--- src/rtl/truth_table_sweeper.sv ---
// truth_table_sweeper: drives all eight rows into a 3-input gate,
// samples its output and assembles/compares the 8-bit truth-table code.
module truth_table_sweeper #(
    parameter int SETTLE_CYCLES = 4,
    parameter int STABLE_CHECK  = 1
) (
    input  logic       clk,
    input  logic       rst,
    input  logic       start,
    input  logic [7:0] exp_table,
    output logic [2:0] dut_in,
    input  logic       dut_out,
    output logic       busy,
    output logic       done,
    output logic [7:0] table_out,
    output logic       match,
    output logic       glitch
);

    localparam logic [2:0] IDLE   = 3'd0;
    localparam logic [2:0] SETTLE = 3'd1;
    localparam logic [2:0] SAMPLE = 3'd2;
    localparam logic [2:0] CHECK  = 3'd3;
    localparam logic [2:0] FINISH = 3'd4;

    localparam logic [7:0] RELOAD = 8'(SETTLE_CYCLES - 1);

    logic [2:0] state;
    logic [2:0] row;
    logic [7:0] settle_cnt;
    logic [7:0] exp_q;
    logic       sample_a;
    logic       match_q;

    // Sweep sequencer: settle, sample (twice when stable-checking), advance row
    always_ff @(posedge clk) begin
        if (rst) begin
            state      <= IDLE;
            row        <= 3'd0;
            settle_cnt <= 8'd0;
            exp_q      <= 8'd0;
            sample_a   <= 1'b0;
            table_out  <= 8'd0;
            glitch     <= 1'b0;
            match_q    <= 1'b0;
        end else begin
            unique case (state)
                IDLE: begin
                    if (start) begin
                        exp_q      <= exp_table;
                        table_out  <= 8'd0;
                        match_q    <= 1'b0;
                        glitch     <= 1'b0;
                        row        <= 3'd0;
                        settle_cnt <= RELOAD;
                        state      <= SETTLE;
                    end
                end
                SETTLE: begin
                    if (settle_cnt == 8'd0) begin
                        state <= SAMPLE;
                    end else begin
                        settle_cnt <= settle_cnt - 8'd1;
                    end
                end
                SAMPLE: begin
                    sample_a <= dut_out;
                    if (STABLE_CHECK != 0) begin
                        state <= CHECK;
                    end else begin
                        table_out[3'd7 - row] <= dut_out;
                        if (row == 3'd7) begin
                            state <= FINISH;
                        end else begin
                            row        <= row + 3'd1;
                            settle_cnt <= RELOAD;
                            state      <= SETTLE;
                        end
                    end
                end
                CHECK: begin
                    table_out[3'd7 - row] <= dut_out;
                    if (sample_a != dut_out) begin
                        glitch <= 1'b1;
                    end
                    if (row == 3'd7) begin
                        state <= FINISH;
                    end else begin
                        row        <= row + 3'd1;
                        settle_cnt <= RELOAD;
                        state      <= SETTLE;
                    end
                end
                FINISH: begin
                    match_q <= (table_out == exp_q);
                    state   <= IDLE;
                end
                default: begin
                    state <= IDLE;
                end
            endcase
        end
    end

    // Row drive and status decoded from the sequencer state
    always_comb begin
        dut_in = (state == IDLE) ? 3'd0 : row;
        busy   = (state == SETTLE) || (state == SAMPLE) || (state == CHECK);
        done   = (state == FINISH);
        match  = (state == FINISH) ? (table_out == exp_q) : match_q;
    end

endmodule

--- config.mk ---
export PLATFORM = sky130hd
export DESIGN_NAME = truth_table_sweeper
export DESIGN_NICKNAME = d
export VERILOG_FILES = /design/src/rtl/truth_table_sweeper.sv
export SDC_FILE = /design/constraint.sdc
export NUM_CORES = 1
export LEC_CHECK = 0
export CELL_PAD_IN_SITES_DETAIL_PLACEMENT = 1
export CELL_PAD_IN_SITES_GLOBAL_PLACEMENT = 2
export CORE_MARGIN = 3
export CORE_UTILIZATION = 31
export DETAILED_ROUTE_END_ITERATION = 10
export GPL_TIMING_DRIVEN = 0
export PLACE_DENSITY = 0.86
export SETUP_SLACK_MARGIN = 0.4
export SLEW_MARGIN = 30
export SYNTH_ARGS = -nofsm -noshare
export SYNTH_HDL_FRONTEND = slang
export SYNTH_SLANG_ARGS = --single-unit
--- constraint.sdc ---
create_clock -name clk -period 2 [get_ports clk]
set_input_delay 0.5 -clock clk [delete_from_list [all_inputs] [get_ports clk]]
set_output_delay 0.5 -clock clk [all_outputs]
set_load 0.05 [all_outputs]
# Word-level counts from Yosys, hierarchy flattened
# Cells that the tools add are included.
# word_totals
register_bits	33
in_bits	12
out_inout_bits	15
# classes
n_addsub	3
magnitude_cmp	2
eq_ne	12
n_mux	22
n_reduce_logical	15
# ops
op	count
two-way mux 8 bit	4
one-hot mux 8 bit (3 select lines)	1
two-way mux 3 bit	6
one-hot mux 8 bit (2 select lines)	1
one-hot mux 3 bit (4 select lines)	1
inequality test 2 bit (second input constant)	5
bitwise mux 8 bit	1
equality test 8 bit	1
logical NOT 8 bit	1
AND reduction 2 bit	4
subtractor 8 x 1 -> 8 bit (second input constant)	1
equality test 3 x 2 -> 1 bit (second input constant)	2
equality test 3 bit (second input constant)	2
one-hot mux 3 bit (2 select lines)	1
AND reduction 3 bit	2
less-than comparator 3 x 4 -> 1 bit (second input constant)	1
two-way mux 1 bit	4
one-hot mux 1 bit (2 select lines)	2
AND reduction 4 bit	1
nonzero test 2 bit	2
adder 3 x 1 -> 3 bit (second input constant)	1
demux 1 bit (select 3 bit)	1
equality test 3 x 1 -> 1 bit (second input constant)	1
>= comparator 3 x 1 -> 1 bit (second input constant)	1
other kinds (6)	7

# Logic depth before layout (Yosys ltp)
# logic_depth
ltp_word	7
ltp_mapped	7
depth_no_buf	6

# Worst setup path after synthesis
# No wires, ideal clock.
# synth_timing
path_type	register to output
start	register state[0]
end	output port match
arrival_ps	1879
path_slack_ps	-379
stages_incl_launch_ff	8
n_path_buf	1
cell_sequence	dfxtp_1 -> buf_2 -> nor2_1 -> nand2_1 -> inv_1 -> nand3_1 -> or4_1 -> nand2_1
# synth_via
elab_chain_cells	2
# synth_lines
element	line	source
start, declared	28	logic [2:0] state;
start signal, assigned	38	state <= IDLE;
start signal, assigned	56	state <= SETTLE;
start signal, assigned	61	state <= SAMPLE;
equality test 3 bit	--	
named net done	14	output logic done,
two-way mux 1 bit	110	match = (state == FINISH) ? (table_out == exp_q) : match_q;
end, declared	16	output logic match,
# The timed path passes the listed nets, and every way through them passes these cells.

# Worst setup path in the final report
# layout_timing
start	register exp_q[2]
end	output port match
# layout_via
elab_chain_cells	2
# layout_lines
element	line	source
start, declared	31	logic [7:0] exp_q;
start signal, assigned	50	exp_q <= exp_table;
equality test 8 bit	110	
two-way mux 1 bit	110	
# No other way between the ends.

==> results.md <==
- Gr ovfl total: 0
- # clock sinks: 33
- Antenna cell count: 0
- Routed vias: 1705
- Setup WS post-layout: -0.2714 ns
- Clock edge transition at the registers on the reported setup and hold paths: 0.07 ns
- Tcrit/Tclk final: 113.6%
- Post-route ant nets: 0
- Multi-input logic area: about 1300 um^2
- Pin count of the biggest net entering global routing: 12
- Min Tclk post-route: 2.271 ns
- Sequential cell area fraction in the yosys report: 39.26%
- Routed wire per std cell: 16.47 um
- Hold path startpoint: match_q$_SDFFE_PP0P_
- Max-cap violation count: 0
- Placed Cells: roughly 290
- Critical path startpoint category: flop
- Via density: 5.151
- Max Clock Skew: 0.006230 ns
- Largest delay share family, worst path: simple AND/OR/NAND/NOR gates
- DR DRC count: 0
- Multiplexer area fraction after synthesis: 1.784%
- WS Path Type: reg -> out
- Port buffer count: 24
- Num rows: 26
- Die X: 79.68 um
- Synth Net Count: around 220
- Pwr/cell area: between 1000 and 1500 nW/um^2
- Vias in the first global route: 1773
- Post-synth EDFFs: 0
- I/O pin count: 27
- Final setup TNS: -0.4134 ns
- Post-synth cell types: between 40 and 50
- CP bufs+invs: 1
- Critical Path RT: 1.50 ns
- Most frequent cells in the layout: dfxtp_1 (22), buf_6 (19), buf_4 (14)
- Min-delay worst type: reg -> reg
- Top_reg_cell synth: dfxtp_1
- Async SR Flop Fraction: 0%
- Synth Area in Compound Gates: 17.70%
- CTS buffer count: 5
- Non-Filler Instances: 331
- Clock Tree Root: clkbuf_8
- Adder-cell area share of the yosys netlist: 2.974%
- Synth Area in Simple Gates: between 20% and 30%
- Synthesized cell area: 1683 um^2
- Commonest non-fill, non-tap cell in the layout: dfxtp_1
- Initial Utilization: about 33%
- Outcome: finished, violations left
- Number of synthesized register bits: 33
- P&R area growth vs syn: 71.52%
- Die area: 6349 um^2
- Static leakage: 1.095 nW
- Synth Instances: 200
- Largest stage delay, worst path: 0.60 ns
- Htree depth: 2
- DR iter-0 viols: 59
- Hold WS: 0.4731 ns
- Register area: 681.9 um^2
- Measured slew at the worst slew-check pin: 0.6592 ns
- Area after DPL: 2082 um^2
- HPWL after DPL: 3269 um
- First-pass GRT wire length: 8769 um
- Xor-xnor portion of the synthesized cell area: 5.204%
- Routability congestion estimate from global placement: 0.7375
- Violated checks: negative setup slack
- Dpl ws: -0.6767 ns
- Clock Latency Late Sink: between 0.2 and 0.3 ns
- CTS tree: built
- CP Max Fanout: 2
- Ratio of cells with drive above 1 in the final layout: 50.57%
- Syn. warnings: 0
- WL final: between 5000 and 6000 um
- Post-CTS Hold Fix Bufs: 0
- Power after layout: 3.992 mW
- Fin util: 55.81%
- GRT Total Usage: 17.80%
- FMAX: between 400 and 500 MHz
- Unrepaired setup endpoints after global routing: yes
- Initial antenna violation count: 0
- Crit end category: output pin
- Max IR drop VDD: 925.3 uV
- Crit path cell chain: xnor2_1, nand4_1, or4_4, nand2_8, buf_6
- Layout fillers: 558
- Fin. Hold Viols: 0
- Max Buffers Root-to-Sink: 2
- Largest family of logic cells by synthesized area: simple AND/OR/NAND/NOR gates
- Number of endpoints failing setup at the final stage: 3
- Worst path arrival time: around 1.8 ns
- Die Ht: 79.68 um
- Layout Nets: 276
- Drt first pass iters: 4
- Worst r2r src: settle_cnt[1]$_SDFFE_PP0P_
- Final Slew Violations: 0
- Design area: 2887 um^2
- Critical path startpoint: exp_q[2]$_SDFFE_PP0P_
- Slew margin rel.: 56.05%
- Mean Syn Cell Area: 8.414 um^2
- CP max stage cell: or4_4
- Area of the core: 5172 um^2
[sequential cells by signal, indices dropped and copies added (netlist names)]
register    flops
settle_cnt      8
sample_a        1
match_q         1
glitch          1
exp_q           8
state           3
row             3
table_out       8
[cell type report]
type	count	area share (%)
clock buffers	5	2.384
repair buffers	53	18.73
plain buffers	13	3.988
well taps	70	3.034
clock inverters	3	2.254
flip-flops and latches	33	23.62
multi-input cells	147	44.86
inverters	7	1.127
[cells by family (layout without fill, tap and decap cells)]
| family | Yosys count | count (layout) |
|---|---|---|
| muxes | 3 | 3 |
| and+or+nand+nor | 84 | 84 |
| AOI/OAI and AO/OA | 46 | 46 |
| xor gates and xnor gates | 10 | 10 |
| buffers and inverters | 20 | 81 |
| adders and majority gates | 4 | 4 |
| DFF | 33 | 33 |
[worst min-delay path, cell delays in order, from the launching register on]
cell and delay (ns):
dfxtp_1 0.31, nand3_1 0.06, a21oi_1 0.06
[power by group]
part	internal (mW)	switching (mW)	leakage, nW
Sequential	0.798	0.151	0.274
Clock	0.495	0.255	0.0681
Combinational	1.18	1.11	0.753
[metal layers]
metal | up-vias | global-route usage, % | routed length, um
li1 | 834 | - | -
met2 | 30 | 30.13 | 2773
met4 | 0 | 6.014 | 116
met5 | - | 0 | 0
met1 | 829 | 22.18 | 2388
met3 | 12 | 3.950 | 172
[repair_timing]
action                                  CTS  global route
endpoints found under the setup margin   44            31
resized for setup                       129            63
pin swaps                                19            20
setup buffers                            20             8
gates cloned                              1             0
[Yosys cell counts (2+ instances only)]
cell type	count	area, um^2
xor2_1	3	26.28
nor3_1	2	10.01
xnor2_1	7	61.31
dfxtp_1	33	660.6
inv_1	7	26.28
nor2_1	12	45.04
nand3_1	8	40.04
o31ai_1	5	37.54
mux2i_1	3	30.03
and3b_1	2	17.52
ha_1	4	50.05
buf_2	5	25.02
nand2b_1	5	31.28
a21oi_1	22	110.1
nor4_1	2	12.51
nor3b_1	2	15.01
buf_6	2	22.52
or4_1	6	45.04
a21boi_1	3	22.52
a22oi_1	2	15.01
nand2_1	25	93.84
o311ai_0	3	26.28
o211ai_1	6	45.04
nand4_1	4	25.02
nor2b_1	5	31.28
or3_1	2	12.51
clkbuf_1	6	22.52
[worst paths after layout]
kind	slack (ns)	to	depth (start not counted)
worst max-delay path	-0.27	match	5
worst min-delay path	0.47	match_q$_SDFFE_PP0P_	2
worst max register to register	0.24	settle_cnt[4]$_SDFFE_PP0P_	7
worst min register to register	0.47	match_q$_SDFFE_PP0P_	2
(Power assumes the default switching activity.)
